$ cat src/rtl/game_timer_ctrl_if.sv
// rtl/game_timer_ctrl_if.sv - control inputs and run/time status of the game timer
interface game_timer_ctrl_if #(
    parameter int TIME_W = 11
);
    logic              start;
    logic              pause_btn;
    logic              playerDied;
    logic              menuScreen;
    logic              winScreen;
    logic [TIME_W-1:0] game_time;
    logic              tick;
    logic              running;
    logic              paused;
    logic              frozen;
    logic              timeout;

    modport master (
        output start, pause_btn, playerDied, menuScreen, winScreen,
        input  game_time, tick, running, paused, frozen, timeout
    );

    modport slave (
        input  start, pause_btn, playerDied, menuScreen, winScreen,
        output game_time, tick, running, paused, frozen, timeout
    );
endinterface

$ cat src/rtl/game_timer_ctrl.sv
// rtl/game_timer_ctrl.sv - game tick prescaler and run/pause/freeze/hold sequencer
module game_timer_ctrl #(
    parameter int CLK_HZ       = 25_000_000,
    parameter int TICK_HZ      = 10,
    parameter int TIME_W       = 11,
    parameter int MAX_TIME     = 1100,
    parameter int FREEZE_TICKS = 20
) (
    input  logic               clk,
    input  logic               reset,
    game_timer_ctrl_if.slave   bus
);
    localparam int DIV = CLK_HZ / TICK_HZ;
    localparam int PW  = (DIV > 1) ? $clog2(DIV) : 1;
    localparam int FW  = (FREEZE_TICKS > 0) ? $clog2(FREEZE_TICKS + 1) : 1;
    localparam logic [PW-1:0]     PRESC_LAST  = PW'(DIV - 1);
    localparam logic [TIME_W-1:0] TIME_MAX    = TIME_W'(MAX_TIME);
    localparam logic [FW-1:0]     FREEZE_LOAD = FW'(FREEZE_TICKS);

    typedef enum logic [2:0] {
        S_IDLE   = 3'd0,
        S_RUN    = 3'd1,
        S_PAUSE  = 3'd2,
        S_FREEZE = 3'd3,
        S_HOLD   = 3'd4
    } state_e;

    state_e            state_q, state_d;
    logic [TIME_W-1:0] game_time_q, game_time_d;
    logic [PW-1:0]     presc_q, presc_d;
    logic [FW-1:0]     freeze_q, freeze_d;
    logic              tick_q, tick_d;
    logic              sync1_q, sync2_q, sync3_q;
    logic              pause_edge;
    logic              wrap;

    // sync3_q is the registered previous level, so only rising edges of the button count
    assign pause_edge = sync2_q & ~sync3_q;
    assign wrap       = (presc_q == PRESC_LAST);

    always_ff @(posedge clk or negedge reset) begin
        if (!reset) begin
            state_q     <= S_IDLE;
            game_time_q <= '0;
            presc_q     <= '0;
            freeze_q    <= '0;
            tick_q      <= 1'b0;
            sync1_q     <= 1'b0;
            sync2_q     <= 1'b0;
            sync3_q     <= 1'b0;
        end else begin
            state_q     <= state_d;
            game_time_q <= game_time_d;
            presc_q     <= presc_d;
            freeze_q    <= freeze_d;
            tick_q      <= tick_d;
            sync1_q     <= bus.pause_btn;
            sync2_q     <= sync1_q;
            sync3_q     <= sync2_q;
        end
    end

    always_comb begin
        state_d     = state_q;
        game_time_d = game_time_q;
        presc_d     = presc_q;
        freeze_d    = freeze_q;
        tick_d      = 1'b0;

        if (bus.menuScreen) begin
            state_d     = S_IDLE;
            game_time_d = '0;
        end else begin
            unique case (state_q)
                S_IDLE: begin
                    game_time_d = '0;
                    if (bus.start) begin
                        state_d = S_RUN;
                        presc_d = '0;
                    end
                end
                S_RUN, S_PAUSE: begin
                    if (bus.playerDied) begin
                        state_d     = S_FREEZE;
                        game_time_d = '0;
                        presc_d     = '0;
                        freeze_d    = FREEZE_LOAD;
                    end else if (bus.winScreen) begin
                        state_d = S_HOLD;
                    end else if (pause_edge) begin
                        // prescaler keeps its value across the pause so no tick is lost or gained
                        state_d = (state_q == S_RUN) ? S_PAUSE : S_RUN;
                    end else if (state_q == S_RUN) begin
                        if (wrap) begin
                            presc_d = '0;
                            if (game_time_q != TIME_MAX) begin
                                game_time_d = game_time_q + 1'b1;
                                tick_d      = 1'b1;
                            end
                            if (game_time_q + 1'b1 == TIME_MAX || game_time_q == TIME_MAX) begin
                                state_d = S_HOLD;
                            end
                        end else begin
                            presc_d = presc_q + 1'b1;
                        end
                    end
                end
                S_FREEZE: begin
                    game_time_d = '0;
                    if (bus.winScreen) begin
                        state_d = S_HOLD;
                    end else if (freeze_q == '0) begin
                        state_d = S_RUN;
                    end else if (wrap) begin
                        presc_d  = '0;
                        freeze_d = freeze_q - 1'b1;
                        if (freeze_q == FW'(1)) begin
                            state_d = S_RUN;
                        end
                    end else begin
                        presc_d = presc_q + 1'b1;
                    end
                end
                S_HOLD: begin
                end
                default: begin
                    state_d = S_IDLE;
                end
            endcase
        end
    end

    assign bus.game_time = game_time_q;
    assign bus.tick      = tick_q;
    assign bus.running   = (state_q == S_RUN);
    assign bus.paused    = (state_q == S_PAUSE);
    assign bus.frozen    = (state_q == S_FREEZE);
    assign bus.timeout   = (game_time_q == TIME_MAX);
endmodule

$ cat src/flat_wrapper.sv
// flat-port wrapper written by rule: the top's interface ports become plain ports
module game_timer_ctrl_flat 
#(
    parameter int CLK_HZ       = 25_000_000,
    parameter int TICK_HZ      = 10,
    parameter int TIME_W       = 11,
    parameter int MAX_TIME     = 1100,
    parameter int FREEZE_TICKS = 20
)
  (clk, reset, bus_start, bus_pause_btn, bus_playerDied, bus_menuScreen, bus_winScreen, bus_game_time, bus_tick, bus_running, bus_paused, bus_frozen, bus_timeout);
  game_timer_ctrl_if #(.TIME_W(TIME_W)) bus_i ();
  input  logic clk;
  input  logic reset;
  input wire logic [$bits(bus_i.start)-1:0] bus_start;
  input wire logic [$bits(bus_i.pause_btn)-1:0] bus_pause_btn;
  input wire logic [$bits(bus_i.playerDied)-1:0] bus_playerDied;
  input wire logic [$bits(bus_i.menuScreen)-1:0] bus_menuScreen;
  input wire logic [$bits(bus_i.winScreen)-1:0] bus_winScreen;
  output wire logic [$bits(bus_i.game_time)-1:0] bus_game_time;
  output wire logic [$bits(bus_i.tick)-1:0] bus_tick;
  output wire logic [$bits(bus_i.running)-1:0] bus_running;
  output wire logic [$bits(bus_i.paused)-1:0] bus_paused;
  output wire logic [$bits(bus_i.frozen)-1:0] bus_frozen;
  output wire logic [$bits(bus_i.timeout)-1:0] bus_timeout;
  assign bus_i.start = bus_start;
  assign bus_i.pause_btn = bus_pause_btn;
  assign bus_i.playerDied = bus_playerDied;
  assign bus_i.menuScreen = bus_menuScreen;
  assign bus_i.winScreen = bus_winScreen;
  assign bus_game_time = bus_i.game_time;
  assign bus_tick = bus_i.tick;
  assign bus_running = bus_i.running;
  assign bus_paused = bus_i.paused;
  assign bus_frozen = bus_i.frozen;
  assign bus_timeout = bus_i.timeout;
  game_timer_ctrl #(.CLK_HZ(CLK_HZ), .TICK_HZ(TICK_HZ), .TIME_W(TIME_W), .MAX_TIME(MAX_TIME), .FREEZE_TICKS(FREEZE_TICKS)) u_core (.clk(clk), .reset(reset), .bus(bus_i));
endmodule
$ cat config.mk
export PLATFORM = sky130hd
export DESIGN_NAME = game_timer_ctrl_flat
export DESIGN_NICKNAME = d
export VERILOG_FILES = /design/src/rtl/game_timer_ctrl_if.sv /design/src/rtl/game_timer_ctrl.sv /design/src/flat_wrapper.sv
export SDC_FILE = /design/constraint.sdc
export NUM_CORES = 1
export LEC_CHECK = 0
export CAP_MARGIN = 5
export CORE_MARGIN = 4
export CORE_UTILIZATION = 50
export CTS_CLUSTER_SIZE = 25
export DETAILED_ROUTE_END_ITERATION = 8
export GPL_ROUTABILITY_DRIVEN = 0
export GPL_TIMING_DRIVEN = 0
export PLACE_DENSITY = 0.68
export SLEW_MARGIN = 15
export SYNTH_ARGS = -nofsm -noshare
export SYNTH_HDL_FRONTEND = slang
export SYNTH_SLANG_ARGS = --single-unit
$ cat constraint.sdc
create_clock -name clk -period 2.51 [get_ports clk]
set_input_delay 0.502 -clock clk [delete_from_list [all_inputs] [get_ports clk]]
set_output_delay 0.502 -clock clk [all_outputs]
set_load 0.01 [all_outputs]
; Yosys cells after proc, flatten, opt, wreduce, memory -nomap -nowiden
; Cells that the tools add are included.
[totals]
out_inout_bits = 16
ff_bits = 45
input_bits = 7
word_cells = 99
[classes]
n_bitwise = 3
n_addsub = 3
mux = 44
n_eq_ne = 29
n_reduce_logical = 12
[op_table]
columns = op, n
row1 = 22-bit 2-to-1 mux, 8
row2 = 11-bit 2-to-1 mux, 7
row3 = 22-bit one-hot mux with 3 select lines, 1
row4 = 3-bit 2-to-1 mux, 12
row5 = "22-bit by 1-bit adder with 22-bit output, second input constant", 1
row6 = "11-bit == test, second input constant", 2
row7 = "22-bit == test, second input constant", 1
row8 = 11-bit one-hot mux with 2 select lines, 1
row9 = 5-bit 2-to-1 mux, 4
row10 = "3-bit != test, second input constant", 4
row11 = "4-bit != test, second input constant", 3
row12 = "6-bit by 4-bit != test with 1-bit output, second input constant", 2
row13 = 3-bit one-hot mux with 4 select lines, 1
row14 = 6-bit AND reduction, 2
row15 = "11-bit by 1-bit adder with 11-bit output, second input constant", 1
row16 = "11-bit != test, second input constant", 1
row17 = "2-bit != test, second input constant", 5
row18 = "5-bit by 3-bit != test with 1-bit output, second input constant", 2
row19 = 5-bit one-hot mux with 2 select lines, 1
row20 = 1-bit 2-to-1 mux, 8
row21 = "4-bit by 3-bit != test with 1-bit output, second input constant", 2
row22 = 8-bit AND reduction, 1
row23 = 7-bit AND reduction, 1
row24 = "3-bit by 2-bit == test with 1-bit output, second input constant", 2
row25 = 15 further kinds, 18

; Logic depth before layout (Yosys ltp)
[depth]
depth_word = 11
depth_mapped = 8
mapped_depth_nobuf = 8

; Worst setup path after synthesis
; OpenSTA, ideal clock, no wires.
[synth_timing]
path_type = in2reg
start = in bus_playerDied
end = reg u_core.presc_q[3]
t_required_ns = 2.434
setup_ns = 0.076
setup_slack_ns = 0.320
path_buffers = 2
arrival_ns = 2.114
cell_stages = 7
path_cell_list = buf_2 or3_4 and2_4 buf_6 or3_4 or3_1 o21ai_1
[synth_via]
elab_chain_cells = 2
elab_cells_between_ends = 6
cone_classes = eq/ne (3) / mux (2) / reduce/logical (1)
[synth_rtl]
columns = item, line_no
row1 = "start, declared", flat_wrapper.sv:16  ; input wire logic [$bits(bus_i.playerDied)-1:0] bus_playerDied;
row2 = 3-bit != test (no line) or 22-bit 2-to-1 mux (tied branches), --
row3 = 8-bit AND reduction (no line) or 22-bit one-hot mux with 3 select lines (tied branches), --
row4 = "end signal, assigned", game_timer_ctrl.sv:54  ; presc_q <= presc_d;
row5 = "end, declared", game_timer_ctrl.sv:30  ; logic [PW-1:0] presc_q, presc_d;
; Parallel ways exist; a longest one is shown, timed or not.
; A chain may end at the register's enable or synchronous reset.

; Final worst setup path
[layout_timing]
start = reg u_core.state_q[1]
end = out bus_running
[layout_via]
elab_chain_cells = 1
[layout_rtl]
columns = item, line_no
row1 = "start, declared", game_timer_ctrl.sv:28  ; state_e state_q, state_d;
row2 = "start signal, assigned", game_timer_ctrl.sv:52  ; state_q <= state_d;
row3 = 3-bit by 1-bit == test with 1-bit output, game_timer_ctrl.sv:135  ; assign bus.running = (state_q == S_RUN);
row4 = "end, declared", flat_wrapper.sv:21  ; output wire logic [$bits(bus_i.running)-1:0] bus_running;
; Every way passes these cells.

==> flow_summary_export.csv <==
group,metric,value,unit
outcome,status,"finished, final reports clean",
final_layout,fin_area,0.00341,mm2
setup_path,cp.required,2010,ps
run,cap_violations,0,
cts,cts_sinks,45,
floorplanning,rows,27,
pwr,peakVddDrop,0.410,mV
timing,hold_viol_final,0,
synthesis,synth_cell_types,57,
timing,worst_slew_pin_slew,661,ps
timing,slew_viol_final,0,
timing,setup_viol,0,
route,drtPass1Iterations,4,
synthesis,async_flop_share,1.00,
cts,cts_root_buffer,"clkbuf_8",
place,placed_area,0.00319,mm2
final_layout,final_common_cell,"dfrtp_1",
route,ant_nets,0,
cts,htree_levels,2,
timing,rsz0062_at_grt,"yes",
setup_path,worstRegToRegCells,8,
timing,slew_headroom,0.557,
route,first_iter_violations,189,
synthesis,yosys-top-cells-area,"dfrtp_1 (39%), nor2_1 (3.4%), o21ai_1 (3.3%), nand2_1 (3.1%), nand4_1 (2.8%)",
setup_path,endpoint_kind,"primary output",
synthesis,seq_area_frac_synth,0.392,
final_layout,drive_gt1_frac,0.135,
final_layout,num-fill-cells,507,
floorplanning,io_pins,23,
floorplanning,core,0.00554,mm2
synthesis,netlist_instances,330,
pwr,leakagePower,1.35,nW
global_route,grt_pass1_vias,2577,
final_layout,fin_nets,374,
synthesis,synth_top_area_share,0.392,
global_route,grt-ovfl-total,0,
synthesis,synth_edf_count,0,
global_route,antenna_found_initial,0,
synthesis,synth_warnings,0,
route,num_vias,2602,
cts,cts_buffer_depth,2,
synthesis,ys_seq_elements,45,
worst_hold_path,min_path_type,"in2async",
route,viasPerCell,6.00,
cts,cts_hold_buf,0,
timing,finalClockSkew,11.6,ps
floorplanning,start_util,0.519,
synthesis,syn-num-nets,343,
timing,finalCriticalPeriod,2460,ps
final_layout,antenna_cells,0,
cts,clk_pin_slew,90,ps
cts,cts_tree,"built",
timing,whs,78.5,ps
cts,cts_buffers,5,
global_route,grtUsageTotal,0.213,
pwr,power.density,678,mW/mm2
floorplanning,fp.dieH,83.8,um
setup_path,path_max_fanout,10,
cts,clock_latency,300,ps
floorplanning,dieWidth,83.8,um
global_route,grt_pass1_wl,12.4,mm
final_layout,final_cell_mix,"dfrtp_1 (45), nor2_1 (25), nand2_1 (24)",
place,dp.final_hpwl,4.90,mm
synthesis,ys_dominant_reg_cell,"dfrtp_1",
place,io_buffers,21,
route,drc,0,
route,avgRoutedWirePerCell,16.6,um
setup_path,critPathLaunchType,"register",
route,drt_wl_total,7.20,mm
synthesis,syn-cell-area,0.00288,mm2
timing,max_freq,0.406,GHz
synthesis,yosysTopAreaCell,"dfrtp_1",
global_route,grt_max_degree,35,
floorplanning,die_area,0.00703,mm2
setup_path,r2r_setup_slack,160,ps
setup_path,cp.arrival,1960,ps
timing,finalCritPeriodShare,0.980,
final_layout,syn2layout_area_growth,18.7,%
synthesis,syn_avg_cell_area,8.71,um2
setup_path,critPathKind,"reg2out",
final timing paths:
path	start	end
max in group asynchronous	reset	u_core.sync1_q
setup / recovery	u_core.state_q[1]	bus_running
min in group clk	u_core.sync1_q	u_core.sync2_q
setup reg to reg	u_core.state_q[1]	u_core.presc_q[3]
hold / removal	reset	u_core.state_q[0]
hold reg to reg	u_core.sync1_q	u_core.sync2_q
cell type report:
type	count	area, um2	share of cell area
repair buffers	25	250	0.0733
multi-input cells	255	1720	0.504
clock buffers	6	82.6	0.0242
flip-flops and latches	45	1130	0.330
plain buffers	12	66.3	0.0194
clock inverters	2	13.8	0.00403
well taps	72	90.1	0.0264
inverters	17	63.8	0.0187
cells in the mapped netlist, types with 5 or more instances:
| cell type | instances |
|---|---|
| nand4_1 | 13 |
| and2_1 | 7 |
| nor2_1 | 26 |
| xnor2_1 | 8 |
| inv_1 | 15 |
| clkbuf_1 | 7 |
| o21ai_1 | 19 |
| o31ai_1 | 8 |
| and4_1 | 5 |
| nand3_1 | 16 |
| nor4_1 | 10 |
| and3_1 | 6 |
| dfrtp_1 | 45 |
| xor2_1 | 7 |
| o21ai_0 | 10 |
| a21oi_1 | 12 |
| nand2_1 | 24 |
| nor3b_1 | 5 |
| nor3_1 | 14 |
| ha_1 | 6 |
| mux2i_1 | 5 |
per-layer routing:
layer  track usage  part of all wire
met5             0                 0
met4        0.0512             0.011
met1         0.306              0.49
met2         0.335              0.47
met3        0.0375             0.036
what timing repair did:
action                     CTS  global route
setup endpoints to repair   33            36
buffers inserted             2             1
pin swaps                    1             1
resized for setup           10            14
metrics by stage:
stage / util / total power [mW] / setup TNS (ps) / worst slack, ps / instances
final: 0.616 / 2.32 / 0 / 49.2 / 434
after global routing: 0.616 / 2.49 / -161 / -61.6 / 434
after CTS: 0.604 / 2.27 / 0 / 5.34 / 433
after global placement: 0.573 / 1.72 / -28860 / -557 / 423
after floorplan: - / 1.49 / 0 / 320 / 330
after detailed placement: 0.576 / 1.74 / -14170 / -615 / 424
report_power, final:
part           switching, mW  internal (mW)
sequential            0.0776          0.792
clock                  0.264          0.224
combinational          0.583          0.376
critical path, stage by stage (launching register included):
cell and delay [ps]:
dfrtp_1 370, buf_4 160, clkbuf_1 230, nor3_4 300, clkdlybuf4s50_1 580
flip-flops by register name (all words and copies together), names as in the netlist:
register	cells
u_core.sync2_q	1
u_core.freeze_q	5
u_core.state_q	3
u_core.bus.game_time	11
u_core.sync1_q	1
u_core.presc_q	22
u_core.sync3_q	1
u_core.bus.tick	1
kinds of logic (layout without fill, tap and decap cells):
logic type               count (synthesis)  in the layout  share of synthesized area
AND/OR/NAND/NOR                        158            158                      0.320
XOR/XNOR                                15             15                     0.0457
AO/OA/AOI/OAI                           71             71                      0.154
buffers and inverters                   30             62                     0.0448
adder cells (fa/ha/maj)                  6              6                     0.0261
multiplexers                             5              5                     0.0174
flip-flops                              45             45                      0.392
Power figures use the tool's default switching activity.
